File: config.mk
export PLATFORM = sky130hd
export DESIGN_NAME = rx_shift_register
export DESIGN_NICKNAME = d
export VERILOG_FILES = /design/src/rtl/rx_shift_register.sv
export SDC_FILE = /design/constraint.sdc
export NUM_CORES = 1
export LEC_CHECK = 0
export ABC_AREA = 0
export BUFFER_PORTS_ARGS = -buffer_cell sky130_fd_sc_hd__buf_2
export CAP_MARGIN = 20
export CORE_MARGIN = 4
export CORE_UTILIZATION = 53
export DETAILED_ROUTE_END_ITERATION = 16
export HOLD_SLACK_MARGIN = 0.08
export PLACE_DENSITY = 0.76
export SYNTH_ARGS = -nofsm -noshare
export SYNTH_HDL_FRONTEND = slang
export SYNTH_SLANG_ARGS = --single-unit
File: constraint.sdc
create_clock -name clk -period 8.8 [get_ports clk]
set_input_delay 0.88 -clock clk [delete_from_list [all_inputs] [get_ports clk]]
set_output_delay 0.88 -clock clk [all_outputs]
set_load 0.05 [all_outputs]
File: src/rtl/rx_shift_register.sv
// Receive-side SPI shifter: samples miso on sample_en strobes, assembles a char_len-bit word.
// Optional word-loss detection (rx_ack/rx_overrun) is built when SPI_RX_OVERRUN_EN is defined.
module rx_shift_register #(
  parameter int unsigned MAX_LEN = 128
) (
  input  logic                       clk,
  input  logic                       reset,
  input  logic                       go_busy,
  input  logic                       sample_en,
  input  logic                       miso,
  input  logic                       lsb,
  input  logic [$clog2(MAX_LEN)-1:0] char_len,
  output logic [MAX_LEN-1:0]         rx_data,
`ifdef SPI_RX_OVERRUN_EN
  input  logic                       rx_ack,
  output logic                       rx_overrun,
`endif
  output logic                       rx_valid,
  output logic                       rx_busy
);

  localparam int unsigned CW = $clog2(MAX_LEN);

  typedef enum logic [1:0] {IDLE, SHIFT, DONE} state_e;

  state_e             state_q, state_d;
  logic [CW-1:0]      lenm1_q, lenm1_d;
  logic               lsb_q, lsb_d;
  logic [CW:0]        count_q, count_d;
  logic [MAX_LEN-1:0] shreg_q, shreg_d;
  logic [MAX_LEN-1:0] rx_data_q, rx_data_d;
  logic               rx_valid_q, rx_valid_d;
  logic               rx_busy_q, rx_busy_d;

  logic start, sample, complete;

  assign start    = (state_q == IDLE) && go_busy;
  assign sample   = (state_q == SHIFT) && go_busy && sample_en;
  assign complete = sample && (count_q == (CW+1)'(1));

  always_ff @(posedge clk or posedge reset) begin
    if (reset) begin
      state_q <= IDLE;
    end else begin
      state_q <= state_d;
    end
  end

  always_comb begin
    state_d = state_q;
    unique case (state_q)
      IDLE:    if (go_busy) state_d = SHIFT;
      SHIFT: begin
        if (!go_busy)      state_d = IDLE;
        else if (complete) state_d = DONE;
      end
      DONE:    if (!go_busy) state_d = IDLE;
      default: state_d = IDLE;
    endcase
  end

  always_comb begin
    lenm1_d    = lenm1_q;
    lsb_d      = lsb_q;
    count_d    = count_q;
    shreg_d    = shreg_q;
    rx_data_d  = rx_data_q;
    rx_valid_d = 1'b0;
    rx_busy_d  = (state_d == SHIFT);
    if (start) begin
      // char_len-1 wraps 0 -> MAX_LEN-1, which is exactly the top insert position
      lenm1_d = char_len - CW'(1);
      lsb_d   = lsb;
      shreg_d = '0;
      count_d = (char_len == '0) ? (CW+1)'(MAX_LEN) : {1'b0, char_len};
    end
    if (sample) begin
      if (lsb_q) shreg_d = (shreg_q >> 1) | (MAX_LEN'(miso) << lenm1_q);
      else       shreg_d = {shreg_q[MAX_LEN-2:0], miso};
      count_d = count_q - (CW+1)'(1);
    end
    if (complete) begin
      rx_data_d  = shreg_d;
      rx_valid_d = 1'b1;
    end
  end

  always_ff @(posedge clk or posedge reset) begin
    if (reset) begin
      lenm1_q    <= '0;
      lsb_q      <= 1'b0;
      count_q    <= '0;
      shreg_q    <= '0;
      rx_data_q  <= '0;
      rx_valid_q <= 1'b0;
      rx_busy_q  <= 1'b0;
    end else begin
      lenm1_q    <= lenm1_d;
      lsb_q      <= lsb_d;
      count_q    <= count_d;
      shreg_q    <= shreg_d;
      rx_data_q  <= rx_data_d;
      rx_valid_q <= rx_valid_d;
      rx_busy_q  <= rx_busy_d;
    end
  end

  assign rx_data  = rx_data_q;
  assign rx_valid = rx_valid_q;
  assign rx_busy  = rx_busy_q;

`ifdef SPI_RX_OVERRUN_EN
  logic pending_q, pending_d;
  logic overrun_q, overrun_d;

  // A completion coinciding with rx_ack consumes the old word and leaves the new one pending
  always_comb begin
    pending_d = pending_q;
    if (complete)    pending_d = 1'b1;
    else if (rx_ack) pending_d = 1'b0;
    overrun_d = overrun_q | (complete & pending_q & ~rx_ack);
  end

  always_ff @(posedge clk or posedge reset) begin
    if (reset) begin
      pending_q <= 1'b0;
      overrun_q <= 1'b0;
    end else begin
      pending_q <= pending_d;
      overrun_q <= overrun_d;
    end
  end

  assign rx_overrun = overrun_q;
`endif

endmodule

==> flow_metrics.env <==
export IMPL_routedWlPerCell_um=21.1
export IMPL_ir_drop_uv=162
export IMPL_rrSetupSlack_ns=4.15
export IMPL_antenna_left=0
export IMPL_reg2reg_to="rx_data[11]"
export IMPL_grt_pass1_vias=10100
export IMPL_setup_violations=0
export IMPL_postCtsHoldBufs=0
export IMPL_synth_seq_area_share_pct=53.2
export IMPL_path_buf_inv=4
export IMPL_gp_congestion=0.897
export IMPL_gr_total_overflow=0
export IMPL_drt_pass1_iterations=6
export IMPL_tightestPinTransition_ns=1.21
export IMPL_multiInputGateArea_um2=5630
export IMPL_synth_common_cells="dfrtp_1 (276), nor2_1 (128), a21oi_1 (102)"
export IMPL_place_inst=1592
export IMPL_slowest_stage="nand3_2"
export IMPL_via_per_inst=6.18
export IMPL_startpoint_type="primary input"
export IMPL_crit_chain="buf_2, and4b_2, buf_4, nand3_2, inv_4, buf_4, mux2_2"
export IMPL_h_tree_depth=1
export IMPL_critPathKind="in2reg"
export IMPL_ff_latch_area_um2=6910
export IMPL_synth_area_leaders="dfrtp_1 (53%), mux2_2 (8.2%), mux2i_1 (5.0%), a22o_1 (4.5%), a21oi_1 (3.9%)"
export IMPL_rows=56
export IMPL_cpLargestDelayFamily="buffers and inverters"
export IMPL_maxSlewHeadroom_pct=18.8
export IMPL_finalSetupTns_ns=0
export IMPL_layout_drive_gt1_share_pct=23.5
export IMPL_die_h_um=164
export IMPL_insertion_delay_ns=0.55
export IMPL_ys_flop_type="dfrtp_1"
export IMPL_rsz0062_at_grt="no"
export IMPL_io_buffer_count=142
export IMPL_syn_instance_count=1220
export IMPL_slowest_delay_ns=0.91
export IMPL_final_max_slew_viol_count=0
export IMPL_cts_made_buffers=29
export IMPL_coreArea_um2=23800
export IMPL_yosysWarnings=0
export IMPL_grt_max_degree=160
export IMPL_hpwl_um=22600
export IMPL_synth_top_cell_by_area="dfrtp_1"
export IMPL_syn_avg_cell_area_um2=10.6
export IMPL_drv_cap=0
export IMPL_outcome="finished, final reports clean"
export IMPL_critPathCaptureType="flop"
export IMPL_ioPinCount=143
export IMPL_route_detailed_drc=0
export IMPL_p_leak_uw=0.00710
export IMPL_async_flop_share_pct=100
export IMPL_period_minus_slack_ns=4.67
export IMPL_fin_cells=1645
export IMPL_area_growth_pct=13.5
export IMPL_die_area_um2=27000
export IMPL_die_w_um=164
export IMPL_grt_first_pass_wirelength_um=55100
export IMPL_mappedNetlistNets=1237
export IMPL_crit_reg2reg_launch="state_q[1]"
export IMPL_yosysUniqueCellTypes=58
export IMPL_num_fill_cells=1955
export IMPL_critPathMaxFanout=85
export IMPL_cts_root_buf="clkbuf_16"
export IMPL_wirelength_um=34600
export IMPL_cts_tree="built"
export IMPL_drt_iter0_drc=940
export IMPL_power_density_nw_per_um2=230
export IMPL_post_cts_buffers=0
export IMPL_ys_ff_latch=276
export IMPL_dr_total_vias=10200
export IMPL_clk_pin_slew_ns=0.06
export IMPL_finalCritPeriodShare_pct=53.1
export IMPL_hp_class="in2async"
export IMPL_crit_arrival_ns=5.10
export IMPL_synthMostInstantiatedCell="dfrtp_1"
export IMPL_grtUsageTotal_pct=25.6
export IMPL_antenna_found_initial=0
export IMPL_ff2ff_path_depth=6
export IMPL_cts_resized=0
export IMPL_start_util_pct=54.6
export IMPL_finalClockSkew_ns=0.0120
export IMPL_clock_sinks=276
export IMPL_hold_viol=0
export IMPL_cp_required_ns=9.23
export IMPL_ctsLongestPathBuffers=3
export IMPL_syn_area_um2=13000
export IMPL_synth_edf_count=0
export IMPL_n_antenna_cell=0
export IMPL_fin_nets=1321
export IMPL_synth_top_area_share_pct=53.2
export IMPL_fmax_mhz=214
export IMPL_crit_top_cell="buf_4"
==> worst max-delay path by stage <==
stage,from,endpoint,slack [ns],depth (start not counted)
global placement,go_busy,rx_data[15],3.67,7
finish,go_busy,rx_data[11],4.13,7
floorplan,reset,count_q[0],0.31,1
detailed placement,go_busy,rx_data[105],3.56,7
CTS,go_busy,rx_data[32],4.13,7
global route,state_q[1],rx_data[39],3.74,6
==> stage by stage <==
step           power [µW]  instance area, µm²  hold WS (ns)  worst slack (ns)  utilization, %
2_1_floorplan        1990               13000         0.450             0.311               -
3_3_place_gp         2150               13800         0.460              3.67            57.9
3_5_place_dp         2170               13800         0.469              3.56            57.9
4_1_cts              3400               14700         0.483              4.13            62.0
5_1_grt              3520               14700         0.497              3.74            62.0
6_report             3390               14700         0.451              4.13            62.0
==> area by class of cell <==
type                            instances  share of cell area, %
Clock buffer                           38                   5.43
Inverter                                7                  0.246
Sequential cell                       276                   46.9
Timing Repair Buffer                  150                   5.32
Tap cell                              319                   2.71
Clock inverter                         15                   1.16
Multi-Input combinational cell        840                   38.2
==> per-layer routing <==
| layer | vias to the layer above | global-route usage [%] | wire (µm) |
|---|---|---|---|
| met3 | 86 | 4.99 | 2460 |
| met4 | 0 | 9.00 | 1220 |
| met2 | 405 | 40.0 | 16000 |
| met5 | - | 0 | 0 |
| met1 | 5074 | 36.1 | 15000 |
| li1 | 4606 | - | - |
==> cells in the final DEF, fill, tap and decap left out, types with 3 or more instances in the layout <==
cell,netlist,final
nor4_1,3,3
buf_2,43,142
nor4b_2,4,4
clkbuf_8,0,4
clkbuf_1,39,5
a22o_1,66,66
a21oi_1,102,102
nor3_1,5,5
and2_1,8,8
clkinv_2,0,5
nand2_1,100,100
clkbuf_16,0,29
dfrtp_1,276,275
a31oi_1,47,47
o211ai_1,17,17
o2111ai_1,4,4
a221o_1,14,14
xnor2_1,3,3
bufinv_16,0,3
nand3_1,7,6
buf_4,2,7
ha_1,4,4
nor3b_1,6,6
mux2i_1,65,65
and4b_1,6,5
a221oi_1,6,6
nand4b_1,3,3
mux2_2,94,94
inv_1,6,5
o21ai_0,92,92
clkinvlp_4,0,4
nor2_1,128,128
or3_1,10,10
nor2b_1,6,6
nand2b_1,7,7
==> worst reg2reg max path, cell delays in order, from the launching register on <==
cell and delay [ns]:
dfrtp_1 0.41, and4b_2 0.29, buf_4 0.68, nand3_2 0.92, inv_4 0.87, buf_4 0.87
mux2_2 0.50
==> kinds of logic (layout without fill, tap and decap cells) <==
kind of cell,Yosys count,after routing,synth area share (%)
xor gates and xnor gates,5,5,0.338
buffers and inverters,104,210,3.54
and+or+nand+nor,318,318,11.9
muxes,159,159,13.2
adders and majority gates,4,4,0.386
DFF,276,276,53.2
AOI/OAI and AO/OA,354,354,17.4
==> sequential cells by signal, indices dropped and copies added, names as in the netlist <==
register	count
lsb_q	1
rx_valid	1
rx_busy	1
rx_data	128
shreg_q	128
lenm1_q	7
state_q	2
count_q	8
==> power breakdown <==
group | total (µW) | switching (µW) | leakage, µW | internal (µW)
Clock | 1240 | 512 | 0.000467 | 728
Combinational | 678 | 497 | 0.00285 | 181
Sequential | 1470 | 103 | 0.00379 | 1370
Total | 3390 | 1110 | 0.00710 | 2280
Note: power is estimated with default switching activity, not from simulation.
